**config.mk**
```make
export PLATFORM = sky130hd
export DESIGN_NAME = imem_loader
export DESIGN_NICKNAME = d
export VERILOG_FILES = /design/src/rtl/imem_loader.sv
export SDC_FILE = /design/constraint.sdc
export NUM_CORES = 1
export LEC_CHECK = 0
export CAP_MARGIN = 20
export CORE_MARGIN = 5
export CORE_UTILIZATION = 45
export CTS_BUF_LIST = sky130_fd_sc_hd__clkbuf_16
export CTS_CLUSTER_SIZE = 12
export DETAILED_ROUTE_END_ITERATION = 7
export GPL_TIMING_DRIVEN = 0
export PLACE_DENSITY = 0.78
export RECOVER_POWER = 25
export SKIP_LAST_GASP = 1
export SYNTH_ARGS = -nofsm -noshare
export SYNTH_HDL_FRONTEND = slang
export SYNTH_SLANG_ARGS = --single-unit
```
**constraint.sdc**
```tcl
create_clock -name clk -period 2.05 [get_ports clk]
set_input_delay 0.3075 -clock clk [delete_from_list [all_inputs] [get_ports clk]]
set_output_delay 0.3075 -clock clk [all_outputs]
set_load 0.02 [all_outputs]
```
**src/rtl/imem_loader.sv**
```systemverilog
// -----------------------------------------------------------------------------
// imem_loader
//
// Fills the byte-addressed, little-endian instruction memory from a byte
// stream. Bytes are packed four at a time into 32-bit words, with the first
// byte going into the least significant lane. Each completed word is issued as
// one word write. A trailing two's-complement checksum byte closes the load.
// The core is held in reset (core_hold) until a load finishes with a good
// checksum.
//
// Ports
//   clk          rising-edge clock
//   rst_n        asynchronous active-low reset
//   start        single-cycle load request (honoured only when idle)
//   num_words    number of words to load, sampled with start
//   s_valid      stream byte valid
//   s_data       stream byte
//   s_ready      loader accepts a byte this cycle (RECV / CKSUM only)
//   w_en_imem    word write strobe
//   w_addr_imem  4-aligned byte address of the word being written
//   w_data_imem  word being written (byte k lands at w_addr_imem+k)
//   busy         high whenever the loader is not idle
//   done         one-cycle pulse at the end of a load
//   cksum_err    sticky checksum mismatch flag, cleared by the next load
//   len_err      one-cycle pulse when start requests more words than fit
//   core_hold    keeps the core in reset
// -----------------------------------------------------------------------------
module imem_loader #(
  parameter int MEM_BYTES = 128,
  parameter int ADDR_W    = 7,
  parameter int CNT_W     = 6
) (
  input  logic              clk,
  input  logic              rst_n,
  input  logic              start,
  input  logic [CNT_W-1:0]  num_words,
  input  logic              s_valid,
  input  logic [7:0]        s_data,
  output logic              s_ready,
  output logic              w_en_imem,
  output logic [ADDR_W-1:0] w_addr_imem,
  output logic [31:0]       w_data_imem,
  output logic              busy,
  output logic              done,
  output logic              cksum_err,
  output logic              len_err,
  output logic              core_hold
);

  localparam logic [CNT_W-1:0] MAX_WORDS = CNT_W'(MEM_BYTES / 4);

  typedef enum logic [2:0] {
    S_IDLE,
    S_RECV,
    S_WRITE,
    S_CKSUM,
    S_DONE
  } state_t;

  state_t            state_q, state_d;
  logic [CNT_W-1:0]  count_q, count_d;
  logic [CNT_W-1:0]  word_idx_q, word_idx_d;
  logic [1:0]        byte_idx_q, byte_idx_d;
  logic [7:0]        sum_q, sum_d;
  logic [31:0]       word_q, word_asm;

  logic              w_en_q;
  logic [ADDR_W-1:0] w_addr_q, w_addr_d;
  logic [31:0]       w_data_q, w_data_d;
  logic              busy_q, done_q;
  logic              cksum_err_q, cksum_err_d;
  logic              len_err_q, len_err_d;
  logic              core_hold_q, core_hold_d;

  logic              xfer;
  logic [7:0]        sum_plus;
  logic [CNT_W-1:0]  word_idx_inc;

  // s_ready is the only combinational output: a pure decode of the state.
  assign s_ready      = (state_q == S_RECV) || (state_q == S_CKSUM);
  assign xfer         = s_valid && s_ready;
  assign sum_plus     = sum_q + s_data;
  assign word_idx_inc = word_idx_q + CNT_W'(1);

  // Lane steering: an accepted data byte overwrites lane byte_idx, all other
  // lanes keep their contents.
  for (genvar gi = 0; gi < 4; gi++) begin : g_lane
    assign word_asm[8*gi +: 8] =
      (state_q == S_RECV && xfer && byte_idx_q == 2'(gi)) ? s_data : word_q[8*gi +: 8];
  end

  always_comb begin
    state_d     = state_q;
    count_d     = count_q;
    word_idx_d  = word_idx_q;
    byte_idx_d  = byte_idx_q;
    sum_d       = sum_q;
    w_addr_d    = w_addr_q;
    w_data_d    = w_data_q;
    cksum_err_d = cksum_err_q;
    len_err_d   = 1'b0;
    core_hold_d = core_hold_q;

    unique case (state_q)
      S_IDLE: begin
        if (start) begin
          if (num_words == '0) begin
            state_d = S_DONE;
          end else if (num_words > MAX_WORDS) begin
            len_err_d = 1'b1;
          end else begin
            count_d     = num_words;
            sum_d       = '0;
            byte_idx_d  = '0;
            word_idx_d  = '0;
            cksum_err_d = 1'b0;
            core_hold_d = 1'b1;
            state_d     = S_RECV;
          end
        end
      end

      S_RECV: begin
        if (xfer) begin
          sum_d      = sum_plus;
          byte_idx_d = byte_idx_q + 2'd1;
          if (byte_idx_q == 2'd3) begin
            // Capture the complete word (including this 4th byte) so the
            // write strobe in WRITE carries it.
            w_addr_d = ADDR_W'({word_idx_q, 2'b00});
            w_data_d = word_asm;
            state_d  = S_WRITE;
          end
        end
      end

      S_WRITE: begin
        word_idx_d = word_idx_inc;
        byte_idx_d = '0;
        state_d    = (word_idx_inc == count_q) ? S_CKSUM : S_RECV;
      end

      S_CKSUM: begin
        if (xfer) begin
          if (sum_plus != 8'h00) begin
            cksum_err_d = 1'b1;
          end
          state_d = S_DONE;
        end
      end

      S_DONE: begin
        state_d = S_IDLE;
      end

      default: begin
        state_d = S_IDLE;
      end
    endcase

    // Release decision is taken on entry to DONE so core_hold is already
    // valid while done is pulsing.
    if (state_d == S_DONE && state_q != S_DONE) begin
      core_hold_d = cksum_err_d;
    end
  end

  always_ff @(posedge clk or negedge rst_n) begin
    if (!rst_n) begin
      state_q     <= S_IDLE;
      count_q     <= '0;
      word_idx_q  <= '0;
      byte_idx_q  <= '0;
      sum_q       <= '0;
      word_q      <= '0;
      w_en_q      <= 1'b0;
      w_addr_q    <= '0;
      w_data_q    <= '0;
      busy_q      <= 1'b0;
      done_q      <= 1'b0;
      cksum_err_q <= 1'b0;
      len_err_q   <= 1'b0;
      core_hold_q <= 1'b1;
    end else begin
      state_q     <= state_d;
      count_q     <= count_d;
      word_idx_q  <= word_idx_d;
      byte_idx_q  <= byte_idx_d;
      sum_q       <= sum_d;
      word_q      <= word_asm;
      w_en_q      <= (state_d == S_WRITE);
      w_addr_q    <= w_addr_d;
      w_data_q    <= w_data_d;
      busy_q      <= (state_d != S_IDLE);
      done_q      <= (state_d == S_DONE);
      cksum_err_q <= cksum_err_d;
      len_err_q   <= len_err_d;
      core_hold_q <= core_hold_d;
    end
  end

  assign w_en_imem   = w_en_q;
  assign w_addr_imem = w_addr_q;
  assign w_data_imem = w_data_q;
  assign busy        = busy_q;
  assign done        = done_q;
  assign cksum_err   = cksum_err_q;
  assign len_err     = len_err_q;
  assign core_hold   = core_hold_q;

endmodule

```
==> results.cfg, run 1 <==
[yosys]
synthesis.area_um2 = 4130
ys_warn_count = 0
synthMuxAreaShare_pct = 15.0
synth_top_family_by_area = multiplexers
synth_cell_types = 54
synth-seq-cells = 92
ys.flop_type = dfrtp_1
syn_inst = 338
postSynthAreaPerCell_um2 = 12.2
synthAdderAreaFrac_pct = 4.12
synth-compound-area-share_pct = 7.54
async_reset_ff_share_pct = 100
ys_seq_area_share_pct = 55.8
synth-edff-count = 0
yosys.area_share.simple_pct = 12.2
synth-xor-area-share_pct = 3.36

[worst_setup_path]
crit_arrival_ns = 2.34
critPathCaptureType = flip-flop
critPathKind = primary input to flip-flop
required_ns = 2.32
cp_max_fo = 5
cp-start-kind = primary input

[sta]
drv_slew = 0
max_slew.worst_pin.slew_ns = 1.26
setup_ws_ns = -0.0253
setup_viol = 2
rsz0062_at_grt = true
fmax_ghz = 0.482
period_share_pct = 101
hold_viol_final = 0
slew_headroom_pct = 15.7
finalCriticalPeriod_ns = 2.08
clock_skew_ns = 0.0115

[clock_network]
path_clk_slew_ns = 0.07
cts_inserted_buffers = 9
cts_root_buffer = clkbuf_16
cts_max_path_buffers = 2
htreeDepth = 3
insertion_delay_ns = 0.35
clock_sink_count = 92
cts_tree = yes

[final_layout]
syn2layout_area_growth_pct = 29.2
drive_above_1_share_pct = 21.5
antenna_cells = 0
layout.nets = 449
layout_commonest_cell = dfrtp_1
final_cell_mix = dfrtp_1, nand2_1, clkdlybuf4s50_1, mux2_2, mux2_1

[pwr]
switchingPower_mw = 3.03
peakVddDrop_mv = 1.25
p_leak_nw = 2.40
powerDensity_nw_per_um2 = 1550
p_comb_share_pct = 43.4
p_clk_share_pct = 19.5
p_total_mw = 8.29
p_seq_share_pct = 37.1
p_int_mw = 5.26
switching_share_pct = 36.6

[route]
drt_iter0_drc = 147
vias = 2834
drt-total-wl_um = 9050
drc = 0
ant_nets = 0
vias_per_cell = 5.31
drtPass1Iterations = 4
avgRoutedWirePerCell_um = 16.9

[placement]
port_buffers = 61
dp_hpwl_um = 6210
dp_slack_ns = -0.786
gp_congestion = 0.865

[outcome]
violations = negative setup slack
status = complete, but fails checks

[floorplanning]
coreArea_um2 = 9110
die-area_um2 = 11200
fp.dieH_um = 106
io_pins = 64
die_w_um = 106
num_rows = 35
start_util_pct = 45.3

[job]
drv_cap = 0

[global_route]
first_global_vias = 3028
grt_usage_pct = 17.2
grt_max_degree = 73
grt_overflow = 0
grt_pass1_wl_um = 15100
antenna_found_initial = 0

[hold_path]
min_path_type = primary input to flip-flop
-- sequential cells by signal, summed over array words and instances, names as in the netlist, 2 cells and up --
signal	count
word_q	24
state_q	3
w_addr_imem	5
byte_idx_q	2
w_data_imem	32
word_idx_q	6
count_q	6
sum_q	8
-- synthesized netlist by cell type (3+ instances only) --
library cell  number  share of area, %
a21oi_1            9               1.1
xor2_1             4              0.85
mux2_1            26               7.1
ha_1              12               3.6
o31ai_1            5              0.91
xnor2_1           10               2.1
nand2_4            4               1.1
buf_2              5              0.61
mux2_2            28               7.6
o21ai_0            5              0.61
buf_4              4              0.73
clkbuf_1           4              0.36
inv_1              3              0.27
nor2_1            11               1.0
nand2_1           62               5.6
dfrtp_1           91                55
nand3_1           13               1.6
-- power groups by stage --
| stage | combinational, mW | sequential, mW | clock (mW) |
|---|---|---|---|
| finish | 3.59 | 3.08 | 1.62 |
| global route | 3.90 | 3.17 | 1.73 |
| CTS | 3.49 | 3.08 | 1.65 |
| detailed placement | 3.39 | 3.09 | 0 |
| global placement | 3.26 | 3.06 | 0 |
| floorplan | 1.70 | 3.45 | 0 |
-- metal layers --
metal / GRT usage (%) / part of all wire [%] / routed length [um]
met1: 22.3 / 44 / 4010
met2: 27.9 / 49 / 4390
met3: 6.06 / 5.6 / 511
met4: 3.89 / 1.5 / 132
met5: 0 / 0 / 0
-- timing repair --
action                                  in CTS  in global routing
pin swaps                                    7                  5
hold buffers                                 1                  0
endpoints found under the setup margin      11                 26
buffers inserted                             1                  4
resized for setup                           15                 10
hold endpoints to repair                    20                  0
-- kinds of logic after synthesis --
kind of cell / Yosys count
simple gates: 105
flops: 92
mux: 55
compound gates: 41
buf+inv: 16
xor+xnor: 15
fa+ha+maj: 13
other cells: 1
-- through the flow --
| step | TNS [ns] | area (um^2) | util (%) | instances | hold slack (ns) |
|---|---|---|---|---|---|
| after CTS | -0.110 | 5270 | 57.8 | 530 | 0.404 |
| after floorplan | 0 | 4130 | - | 339 | 0.0119 |
| after global placement | -249.52 | 4880 | 53.6 | 511 | 0.464 |
| after detailed placement | -10.33 | 4910 | 53.9 | 512 | 0.221 |
| final | -0.0459 | 5340 | 58.6 | 534 | 0.464 |
| after global routing | -0.366 | 5340 | 58.6 | 534 | 0.487 |
-- path summary, 6_finish.rpt --
kind	startpoint	to	slack, ns	cells after the start
max	s_data[6]	core_hold	-0.03	7
min	s_data[4]	w_data_imem[28]	0.46	3
max reg2reg	sum_q[0]	cksum_err	0.01	8
min reg2reg	w_data_imem[24]	w_data_imem[24]	0.48	2
max in group asynchronous	rst_n	w_data_imem[23]	0.34	3
min in group asynchronous	rst_n	done	0.76	2
-- critical path, cell delays in order --
cell and delay [ns]:
clkdlybuf4s50_1 0.67, ha_4 0.28, a2111o_1 0.37, o21ai_0 0.21, xnor2_1 0.11, a31o_2 0.27
a31oi_1 0.13
-- final cells by class --
type	instances	area (um^2)
tap	111	139
buffer	13	90.1
timing repair buffer	68	673
clock inverter	7	67.6
fill	713	3770
inverter	3	11.3
sequential	92	2300
clock buffer	9	225
multi-input combinational	231	1830
Note: power is estimated with default switching activity, not from simulation.
==> inputs of run 2 (changes only) <==
Settings changed: CAP_MARGIN 20 to 30.
==> results of run 2 <==
Same layout as run 1: the final DEF is identical, and so are final timing and power.
